==> src/rtl/lif_pkg.sv <==
// Shared types and helpers for the LIF synapse/neuron datapath.
// Holds the current width, the weight type and the unsigned clamp.
package lif_pkg;

    localparam int ISYN_W   = 8;
    localparam int ISYN_MAX = (1 << ISYN_W) - 1;
    localparam int WEIGHT_W = 8;

    typedef logic signed [WEIGHT_W-1:0] weight_t;

    // Callers sign-extend their accumulator to 32 bits before calling.
    function automatic logic [ISYN_W-1:0] clamp_u8(input logic signed [31:0] s);
        if (s < 0) begin
            return '0;
        end else if (s > ISYN_MAX) begin
            return '1;
        end else begin
            return s[ISYN_W-1:0];
        end
    endfunction

    function automatic logic is_clamped(input logic signed [31:0] s);
        return (s < 0) || (s > ISYN_MAX);
    endfunction

endpackage

==> src/rtl/lif_decay_timer.sv <==
// Free-running decay tick generator: counts 0..PERIOD-1 while enabled.
// The tick is high for the whole cycle in which the count sits at PERIOD-1.
module lif_decay_timer #(
    parameter int PERIOD = 4
) (
    input  logic clk,
    input  logic rst_n,
    input  logic ena,
    output logic tick
);

    localparam int CW = (PERIOD > 1) ? $clog2(PERIOD) : 1;

    logic [CW-1:0] cnt_q;
    logic [CW-1:0] cnt_d;

    always_comb begin
        tick  = (cnt_q == CW'(PERIOD - 1));
        cnt_d = cnt_q;
        if (ena) begin
            cnt_d = tick ? '0 : cnt_q + CW'(1);
        end
    end

    always_ff @(posedge clk or negedge rst_n) begin
        if (!rst_n) begin
            cnt_q <= '0;
        end else begin
            cnt_q <= cnt_d;
        end
    end

endmodule

==> src/rtl/lif_synapse_driver.sv <==
// Synaptic current stage: weighted spike sum with periodic exponential decay,
// clamped to the unsigned 8-bit Isyn range feeding a LIF neuron.
module lif_synapse_driver
    import lif_pkg::*;
#(
    parameter  int N_IN         = 4,
    parameter  int W_W          = WEIGHT_W,
    parameter  int DECAY_SHIFT  = 3,
    parameter  int DECAY_PERIOD = 4,
    parameter  int ACC_W        = 12,
    // wide enough to present index N_IN itself, so out-of-range writes are expressible
    localparam int ADDR_W       = $clog2(N_IN + 1)
) (
    input  logic              clk,
    input  logic              rst_n,
    input  logic              ena,
    input  logic [N_IN-1:0]   spike_in,
    input  logic              wr_en,
    input  logic [ADDR_W-1:0] wr_addr,
    input  logic [W_W-1:0]    wr_data,
    output logic [ISYN_W-1:0] isyn,
    output logic              sat
);

    logic tick;

    logic [N_IN-1:0]          spike_q;
    logic [N_IN-1:0]          spike_d;
    logic signed [W_W-1:0]    weight_q [N_IN];
    logic signed [W_W-1:0]    weight_d [N_IN];
    logic [ISYN_W-1:0]        isyn_q;
    logic [ISYN_W-1:0]        isyn_d;
    logic                     sat_q;
    logic                     sat_d;

    logic [ISYN_W-1:0]        decay_amt;
    logic signed [ACC_W-1:0]  sum;

    lif_decay_timer #(
        .PERIOD (DECAY_PERIOD)
    ) u_decay_timer (
        .clk   (clk),
        .rst_n (rst_n),
        .ena   (ena),
        .tick  (tick)
    );

    always_comb begin
        spike_d = spike_in;

        weight_d = weight_q;
        if (wr_en) begin
            for (int i = 0; i < N_IN; i++) begin
                if (wr_addr == ADDR_W'(i)) begin
                    weight_d[i] = wr_data;
                end
            end
        end

        // Shifted decay rounds to zero for small currents; force a step of 1
        // so the current always reaches 0 instead of sticking.
        decay_amt = '0;
        if (tick && (isyn_q != '0)) begin
            decay_amt = isyn_q >> DECAY_SHIFT;
            if (decay_amt == '0) begin
                decay_amt = ISYN_W'(1);
            end
        end

        sum = $signed({{(ACC_W-ISYN_W){1'b0}}, isyn_q})
            - $signed({{(ACC_W-ISYN_W){1'b0}}, decay_amt});
        for (int i = 0; i < N_IN; i++) begin
            if (spike_q[i]) begin
                sum = sum + ACC_W'(weight_q[i]);
            end
        end

        isyn_d = isyn_q;
        sat_d  = 1'b0;
        if (ena) begin
            isyn_d = clamp_u8(32'(sum));
            sat_d  = is_clamped(32'(sum));
        end
    end

    always_ff @(posedge clk or negedge rst_n) begin
        if (!rst_n) begin
            spike_q  <= '0;
            weight_q <= '{default: '0};
            isyn_q   <= '0;
            sat_q    <= 1'b0;
        end else begin
            spike_q  <= spike_d;
            weight_q <= weight_d;
            isyn_q   <= isyn_d;
            sat_q    <= sat_d;
        end
    end

    assign isyn = isyn_q;
    assign sat  = sat_q;

endmodule

==> config.mk <==
export PLATFORM = sky130hd
export DESIGN_NAME = lif_synapse_driver
export DESIGN_NICKNAME = d
export VERILOG_FILES = /design/src/rtl/lif_pkg.sv /design/src/rtl/lif_decay_timer.sv /design/src/rtl/lif_synapse_driver.sv
export SDC_FILE = /design/constraint.sdc
export NUM_CORES = 1
export LEC_CHECK = 0
export BUFFER_PORTS_ARGS = -buffer_cell sky130_fd_sc_hd__clkbuf_2
export CORE_MARGIN = 4
export CORE_UTILIZATION = 30
export DETAILED_ROUTE_END_ITERATION = 10
export SLEW_MARGIN = 20
export SYNTH_ARGS = -nofsm -noshare
export SYNTH_HDL_FRONTEND = slang
export SYNTH_SLANG_ARGS = --single-unit
==> constraint.sdc <==
create_clock -name clk -period 21.6 [get_ports clk]
set_input_delay 3.24 -clock clk [delete_from_list [all_inputs] [get_ports clk]]
set_output_delay 3.24 -clock clk [all_outputs]
set_load 0.03 [all_outputs]
* After elaboration in Yosys (flattened, before gate mapping)
Index checks and enable logic that the tools add are counted.
Storage, ports and cells: flip-flop bits (word level) 47, bits of input ports 19, word-level logic and storage cells 39
Cells by class: add/subtract/negate cells 6, order comparisons 2, eq/ne operators 4, mux-type cells 10, reduce and logical (&&, ||, !) cells 9
Operator list (number):
- $mux W12 | 4
- $add A12 B8 Y12 | 3
- $mux W8 | 2
- $gt A12 B9 Y1 const B | 1
- $lt A12 B1 Y1 const B | 1
- $add A9 B8 Y10 | 1
- $mux W5 | 2
- $sub A8 B5 Y9 | 1
- $logic_not A8 Y1 | 1
- $reduce_and A2 Y1 | 4
- $reduce_bool A8 Y1 | 1
- $eq A3 B2 Y1 const B | 2
- $eq A3 B1 Y1 const B | 1
- $logic_not A3 Y1 | 1
- $add A2 B1 Y2 const B | 1
- $eq A2 B2 Y1 const B | 1
- $mux W2 | 1
- $logic_and A1 B1 Y1 | 1
- $logic_or A1 B1 Y1 | 1
- $mux W1 | 1

* Depth between registers and ports, before layout
Gate-level depths: netlist (run 1).
word-level depth 15, depth in mapped cells 37

* Modules after synthesis
A second synthesis (run 1) with hierarchy kept.
Second synthesis, totals: cell total of the unflattened synthesis 487, area, all modules 4508.1 um^2
Modules (own cells, without submodules):
- lif_synapse_driver | times used 1, cells an instance 481, area each 4414.2 um^2
- lif_decay_timer | times used 1, cells an instance 6, area each 93.8 um^2

* Least setup slack after synthesis (run 1)
No wires, ideal clock.
kind reg2reg, from register isyn_q[5], in the netlist isyn[5], to register isyn_q[4], in the netlist isyn[4], arrival 7.340 ns, data required time 21.450 ns, path slack 14.111 ns, cell stages (with the launch flop) 35, clock period less this slack 7.489 ns, cell sequence dfrtp_1 -> buf_6 -> nor4_1 -> o31a_1 -> o21a_1 -> ha_1 -> nand2b_1 -> a21oi_1 -> or4_4 -> xnor2_1 -> ha_1 -> a2111oi_0 -> nand2b_1 -> a211oi_2 -> a211oi_1 -> ha_1 -> a21o_1 -> nand2_1 -> o21ai_0 -> or4_1 -> a21oi_2 -> ha_1 -> a21oi_1 -> o21ai_1 -> xor2_1 -> mux2_2 -> ha_1 -> a21oi_1 -> o21ai_0 -> a41o_1 -> o31ai_1 -> mux2i_1 -> xnor3_1 -> nor2_2 -> a31oi_1
On the way: longest elaborated chain between the ends 15
RTL lines:
- start, declared | line lif_synapse_driver.sv:31 | logic [ISYN_W-1:0] isyn_q;
- start signal, assigned | line lif_synapse_driver.sv:95 | isyn_q <= isyn_d;
- $logic_not A8 Y1 / $reduce_bool A8 Y1 (equally long branches) | line lif_synapse_driver.sv:65, lif_synapse_driver.sv:63
- $mux W5 / $logic_and A1 B1 Y1 (equally long branches) | line lif_synapse_driver.sv:65, lif_synapse_driver.sv:63
- $mux W5 | line lif_synapse_driver.sv:63 | if (tick && (isyn_q != '0)) begin
- $sub A8 B5 Y9 * | line lif_synapse_driver.sv:71 | - $signed({{(ACC_W-ISYN_W){1'b0}}, decay_amt});
- $add A9 B8 Y10 | line lif_synapse_driver.sv:74 | sum = sum + ACC_W'(weight_q[i]);
- $mux W12 * | line lif_synapse_driver.sv:73 | if (spike_q[i]) begin
- $add A12 B8 Y12 | line lif_synapse_driver.sv:74
- $mux W12 * | line lif_synapse_driver.sv:73
- $add A12 B8 Y12 | line lif_synapse_driver.sv:74
- $mux W12 * | line lif_synapse_driver.sv:73
- $add A12 B8 Y12 | line lif_synapse_driver.sv:74
- $mux W12 * | line lif_synapse_driver.sv:73
- $gt A12 B9 Y1 | line lif_pkg.sv:15 | end else if (s > ISYN_MAX) begin
- $mux W8 | line lif_pkg.sv:15
- $mux W8 * | line lif_pkg.sv:13 | if (s < 0) begin
Mark *: on every way between the ends. The rest lies on a longest branch, timed or not. A chain may end at the register's enable or synchronous reset.

* Worst setup path after layout (run 1)
from register isyn_q[7], in the netlist isyn[7], to register isyn_q[5], in the netlist isyn[5]
Same word-level chain as after synthesis.

==> results of run 1 <==
-- synthesized netlist by cell type (4+ instances only) --
master     n  area share
or4_1      5      0.0079
nor2_1    32       0.025
xnor2_1   18       0.033
mux2i_1   10       0.021
nor4_1     5      0.0066
o21ai_0   28       0.030
nand4_1    5      0.0066
a21o_1     8       0.013
nor3_1    10       0.011
and3_1     4      0.0053
dfrtp_1   47        0.25
nor3b_1    4      0.0063
o21a_1     6      0.0095
ha_1      49        0.13
nand2_1   39       0.031
fa_1       5       0.021
a21oi_1   34       0.036
a211oi_1   6      0.0095
xor2_1     9       0.017
o31a_1     5      0.0092
clkbuf_1  11      0.0087
a221o_1    4      0.0085
o22ai_1    4      0.0053
o211ai_1   8       0.013
mux2_2    42        0.10
nand3_1   10       0.011
inv_1     26       0.021
buf_2      4      0.0042
nor2b_1   10       0.013
nand2b_1   8       0.011
-- worst max path at each step --
| stage | startpoint | to | slack [ps] |
|---|---|---|---|
| after global placement | isyn[7]$_DFFE_PN0P_ | isyn[1]$_DFFE_PN0P_ | 13310 |
| after floorplan | isyn[5]$_DFFE_PN0P_ | isyn[4]$_DFFE_PN0P_ | 14110 |
| after global routing | isyn[7]$_DFFE_PN0P_ | isyn[5]$_DFFE_PN0P_ | 12420 |
| after CTS | isyn[7]$_DFFE_PN0P_ | isyn[5]$_DFFE_PN0P_ | 13080 |
| after detailed placement | isyn[7]$_DFFE_PN0P_ | isyn[5]$_DFFE_PN0P_ | 13100 |
| final | isyn[7]$_DFFE_PN0P_ | isyn[5]$_DFFE_PN0P_ | 13030 |
-- stage by stage --
stage	setup slack, ps	hold WS, ps	cell area [um^2]	cells	util
finish	13030	517.3	5248	752	0.3426
global route	12420	532.3	5248	752	0.3426
CTS	13080	520.4	5248	752	0.3426
detailed placement	13100	504.5	5101	744	0.3331
global placement	13310	494.4	5101	744	0.3331
floorplan	14110	484.9	4736	519	-
-- flip-flops by register name (all words and copies together) (netlist names) --
signal               flops
weight_q                32
isyn                     8
spike_q                  4
u_decay_timer.cnt_q      2
sat                      1
-- layout make-up --
class | count | area [um^2]
fillers | 1622 | 10070
multi-input cells | 428 | 3395
flip-flops and latches | 47 | 1176
well taps | 211 | 264.0
repair buffers | 31 | 165.2
clock buffers | 6 | 128.9
inverters | 27 | 101.3
clock inverters | 2 | 17.52
-- critical path, delay by kind of cell (launching register included) --
kind | cells | cell delay [ps]
xor gates and xnor gates | 2 | 610
and+or+nand+nor | 8 | 2610
DFF | 1 | 510
adders and majority gates | 5 | 1620
muxes | 3 | 660
AOI/OAI and AO/OA | 14 | 2420
-- metal layers --
| layer | track usage | wire length (um) | up-vias |
|---|---|---|---|
| met5 | 0 | 0 | - |
| met4 | 0.02629 | 159 | 0 |
| met3 | 0.02795 | 665 | 16 |
| met2 | 0.2190 | 5597 | 117 |
| met1 | 0.2040 | 6075 | 1969 |
| li1 | - | - | 1984 |
-- cells by family (layout without fill, tap and decap cells) --
logic type	count (synthesis)	count (layout)
simple gates	151	151
xor+xnor	28	28
mux	54	54
fa+ha+maj	54	54
flops	47	47
buf+inv	44	66
compound gates	141	141
-- layout by cell type (no fill, tap or decap), types with 6 or more instances in the layout --
cell type  instances
clkbuf_2          27
inv_1             26
o211ai_1           8
a211oi_1           6
ha_1              49
mux2i_1           10
nor3_1            10
nand3_1           10
nand2b_1           8
dfrtp_1           47
o21a_1             6
a21oi_1           34
mux2_2            42
nor2_1            32
a21o_1             8
xnor2_1           18
o21ai_0           28
nand2_1           39
nor2b_1           10
xor2_1             9
==> flow_metrics.env, run 1 <==
export IMPL_postCtsHoldBufs=0
export IMPL_grt_pass1_wl_um=20360
export IMPL_antenna_found_initial=0
export IMPL_finClkSkew_ps=4.284
export IMPL_criticalPathCategory="flip-flop to flip-flop"
export IMPL_initial_core_util=0.3092
export IMPL_dr_pass1_iters=5
export IMPL_cts_resized=0
export IMPL_clkLatencyLatePin_ps=290
export IMPL_first_global_vias=3922
export IMPL_cp_slowest_cell="nor4_1"
export IMPL_max_slew_margin=0.4801
export IMPL_die_y_um=133.6
export IMPL_reg2regPathDepth=32
export IMPL_worst_r2r_startpoint="isyn[7]$_DFFE_PN0P_"
export IMPL_cts_root_buf="clkbuf_16"
export IMPL_crit_path_max_fanout=8
export IMPL_critPathMaxStageDelay_ps=670
export IMPL_ant_nets=0
export IMPL_h_tree_depth=2
export IMPL_drtIter0Drc=319
export IMPL_synth_top_family_by_area="compound AO/OA/AOI/OAI gates"
export IMPL_rsz0062_at_grt="false"
export IMPL_finalSetupViolations=0
export IMPL_layout_drive_gt1_share=0.1885
export IMPL_synth_fa_ha_area_frac=0.1506
export IMPL_ios=28
export IMPL_overflow=0
export IMPL_area_delta_synth_final_pct=10.81
export IMPL_post_cts_buffers=0
export IMPL_slew_viol_final=0
export IMPL_min_delay_start="weight_q[28]$_DFFE_PN0P_"
export IMPL_gp_congestion=0.8862
export IMPL_grt_start_max_net_pins=48
export IMPL_yosys_warnings=0
export IMPL_tritoncts="done"
export IMPL_crit_top_cell="ha_1"
export IMPL_min_to="weight_q[28]$_DFFE_PN0P_"
export IMPL_syn_inst=519
export IMPL_period_needed_ps=8573
export IMPL_rows=45
export IMPL_syn_nets=592
export IMPL_synth_xor_area_frac=0.05469
export IMPL_ys_flop_type="dfrtp_1"
export IMPL_synth_edf_count=0
export IMPL_drt_wl_total_um=12500
export IMPL_track_usage=0.1408
export IMPL_portBuffers=27
export IMPL_ff2ff_setup_slack_ps=13030
export IMPL_numCtsBuffers=5
export IMPL_async_reset_ff_frac=1.000
export IMPL_synthMuxAreaShare=0.1273
export IMPL_arrival_ps=8720
export IMPL_drv_cap=0
export IMPL_n_antenna_cell=0
export IMPL_synthSimpleGateAreaFrac=0.1701
export IMPL_final_setup_tns_ps=0
export IMPL_die_area_um2=17860
export IMPL_max_freq_mhz=116.6
export IMPL_dp_hpwl_um=9786
export IMPL_timing_final_crit_share=0.3969
export IMPL_end_kind="flip-flop"
export IMPL_layout_nets=613
export IMPL_synth_compound_area_frac=0.2114
export IMPL_finalHoldViolations=0
export IMPL_startpoint_type="flip-flop"
export IMPL_coreArea_um2=15310
export IMPL_cts_buffer_depth=2
export IMPL_worst_pin_slew_ps=779.9
export IMPL_via_per_inst=5.434
export IMPL_hold_depth=1
export IMPL_cts_sinks=47
export IMPL_status="complete, no violations"
export IMPL_worstPathRequired_ps=21740
export IMPL_syn_area_per_cell_um2=9.125
export IMPL_clk_pin_slew_worst_paths_ps=70
export IMPL_synth_cell_types=75
export IMPL_wl_per_cell_um=16.62
export IMPL_min_delay_path_class="flip-flop to flip-flop"
export IMPL_vias=4086
export IMPL_reg2reg_to="isyn[5]$_DFFE_PN0P_"
export IMPL_die_width_um=133.6
export IMPL_drc_errors=0
export IMPL_syn_area_um2=4736
export IMPL_synth_seq_area_share=0.2483
export IMPL_ys_ff_latch=47
Power of run 1 is not shown: default switching activity piles up to over one toggle a cycle in this logic, so the estimate is an artifact.
==> inputs of run 2 (changes only) <==
==> constraint.sdc (replaced) <==
create_clock -name clk -period 7.4 [get_ports clk]
set_input_delay 1.11 -clock clk [delete_from_list [all_inputs] [get_ports clk]]
set_output_delay 1.11 -clock clk [all_outputs]
set_load 0.03 [all_outputs]
==> run 2 against run 1 <==
  * Global-route usage is 1.2 points higher
  * Maximum frequency is 17% higher
  * Sequential share of layout area down 3.5 points
  * Non-clock buffer count increased by 89
  * Largest cell class unchanged
  * Die area unchanged
  * Worst hold slack got worse by 1.5 ps
  * Final cell count grew 12%
  * Final area grew 19%
  * Critical path type unchanged
  * Critical path depth rose by 5
  * Register-to-register slack worse by 13000 ps
==> flow_metrics.env, run 2 (synthesis results as in run 1) <==
export IMPL_status="complete, no violations"
export IMPL_finClkSkew_ps=4.494
export IMPL_cts_root_buf="clkbuf_16"
export IMPL_dp_cells=822
export IMPL_h_tree_depth=2
export IMPL_area_delta_synth_final_pct=31.39
export IMPL_end_kind="flip-flop"
export IMPL_grt_pass1_wl_um=22340
export IMPL_drc_errors=0
export IMPL_ios=28
export IMPL_finalHoldViolations=0
export IMPL_slew_viol_final=0
export IMPL_worst_pin_slew_ps=892.0
export IMPL_track_usage=0.1525
export IMPL_layout_drive_gt1_share=0.3724
export IMPL_antenna_found_initial=0
export IMPL_vias=4436
export IMPL_crit_path_max_fanout=8
export IMPL_overflow=0
export IMPL_clkLatencyLatePin_ps=290
export IMPL_portBuffers=27
export IMPL_max_slew_margin=0.4053
export IMPL_cts_buffer_depth=2
export IMPL_via_per_inst=5.268
export IMPL_tritoncts="done"
export IMPL_layout_nets=703
export IMPL_timing_final_crit_share=0.9875
export IMPL_wl_per_cell_um=16.52
export IMPL_top_register="weight_q"
export IMPL_period_needed_ps=7307
export IMPL_critPathLaunch="isyn[6]$_DFFE_PN0P_"
export IMPL_critPathMaxStageDelay_ps=420
export IMPL_worst_r2r_startpoint="isyn[6]$_DFFE_PN0P_"
export IMPL_worstPathRequired_ps=7540
export IMPL_die_width_um=133.6
export IMPL_drt_wl_total_um=13910
export IMPL_numCtsBuffers=5
export IMPL_largest_reg_flops=32
export IMPL_min_delay_path_class="flip-flop to flip-flop"
export IMPL_arrival_ps=7450
export IMPL_max_freq_mhz=136.8
export IMPL_initial_core_util=0.3092
export IMPL_dr_pass1_iters=5
export IMPL_layout_commonest_cell="buf_4"
export IMPL_criticalPathCategory="flip-flop to flip-flop"
export IMPL_startpoint_type="flip-flop"
export IMPL_placed_area_um2=5697
export IMPL_dp_hpwl_um=10700
export IMPL_drtIter0Drc=336
export IMPL_die_y_um=133.6
export IMPL_die_area_um2=17860
export IMPL_cp_slowest_cell="dfrtp_2"
export IMPL_drv_cap=0
export IMPL_cts_sinks=47
export IMPL_finalNonFillerCells=842
export IMPL_mostFrequentLayoutCells="buf_4, dfrtp_1, mux2_2"
export IMPL_finalSetupViolations=0
export IMPL_clk_pin_slew_worst_paths_ps=70
export IMPL_gp_congestion=0.9189
export IMPL_coreArea_um2=15310
export IMPL_rows=45
export IMPL_rsz0062_at_grt="true"
export IMPL_grt_start_max_net_pins=48
export IMPL_first_global_vias=4461
export IMPL_n_antenna_cell=0
export IMPL_min_delay_start="weight_q[8]$_DFFE_PN0P_"
export IMPL_stdcell_area_um2=6222
export IMPL_ant_nets=0
[run 2: area by class of cell]
cell class,instances,area (um^2)
Inverter,27,103.9
Clock inverter,2,16.27
Fill cell,1551,9092
Timing Repair Buffer,120,837.1
Sequential cell,47,1180
Multi-Input combinational cell,429,3692
Tap cell,211,264.0
Clock buffer,6,128.9
[run 2: worst max-delay path: cells and delay by family (launching register included)]
kind	cells	cell delay, ps
flops	1	420
compound gates	14	2320
xor+xnor	3	480
mux	2	540
fa+ha+maj	6	1500
simple gates	9	1540
buf+inv	3	350
[run 2: routing by layer]
| metal | track usage | share of wire | vias to the layer above |
|---|---|---|---|
| met5 | 0 | 0 | - |
| met4 | 0.03600 | 0.021 | 0 |
| met3 | 0.02795 | 0.040 | 20 |
| met2 | 0.2432 | 0.46 | 107 |
| met1 | 0.2144 | 0.48 | 2146 |
| li1 | - | - | 2163 |
[run 2: what timing repair did]
| item | CTS | global route |
|---|---|---|
| gates resized for setup | 14 | 40 |
| hold buffers | 0 | 0 |
| pin swaps | 7 | 19 |
| endpoints found under the setup margin | 9 | 9 |
| cloned | 0 | 1 |
| buffers inserted | 4 | 7 |
[run 2: final timing paths]
path | endpoint | slack, ps | cells past startpoint
max in group asynchronous | isyn[5]$_DFFE_PN0P_ | 6020 | 2
min in group asynchronous | weight_q[26]$_DFFE_PN0P_ | 910 | 2
setup reg to reg | isyn[4]$_DFFE_PN0P_ | 90 | 37
setup / recovery | isyn[4]$_DFFE_PN0P_ | 90 | 37
hold reg to reg | weight_q[8]$_DFFE_PN0P_ | 520 | 1
hold / removal | weight_q[8]$_DFFE_PN0P_ | 520 | 1
[run 2: metrics by stage]
step           setup TNS (ps)  utilization  hold slack (ps)  setup slack [ps]
2_1_floorplan               0            -            484.9             6.251
3_3_place_gp            -1756       0.3720            493.7            -208.6
3_5_place_dp            -3431       0.3720            501.4            -402.8
4_1_cts                     0       0.3898            517.6             24.04
5_1_grt                 -2119       0.4063            531.6            -282.1
6_report                    0       0.4063            515.8             92.59
Power of run 2 is left out for the same reason.
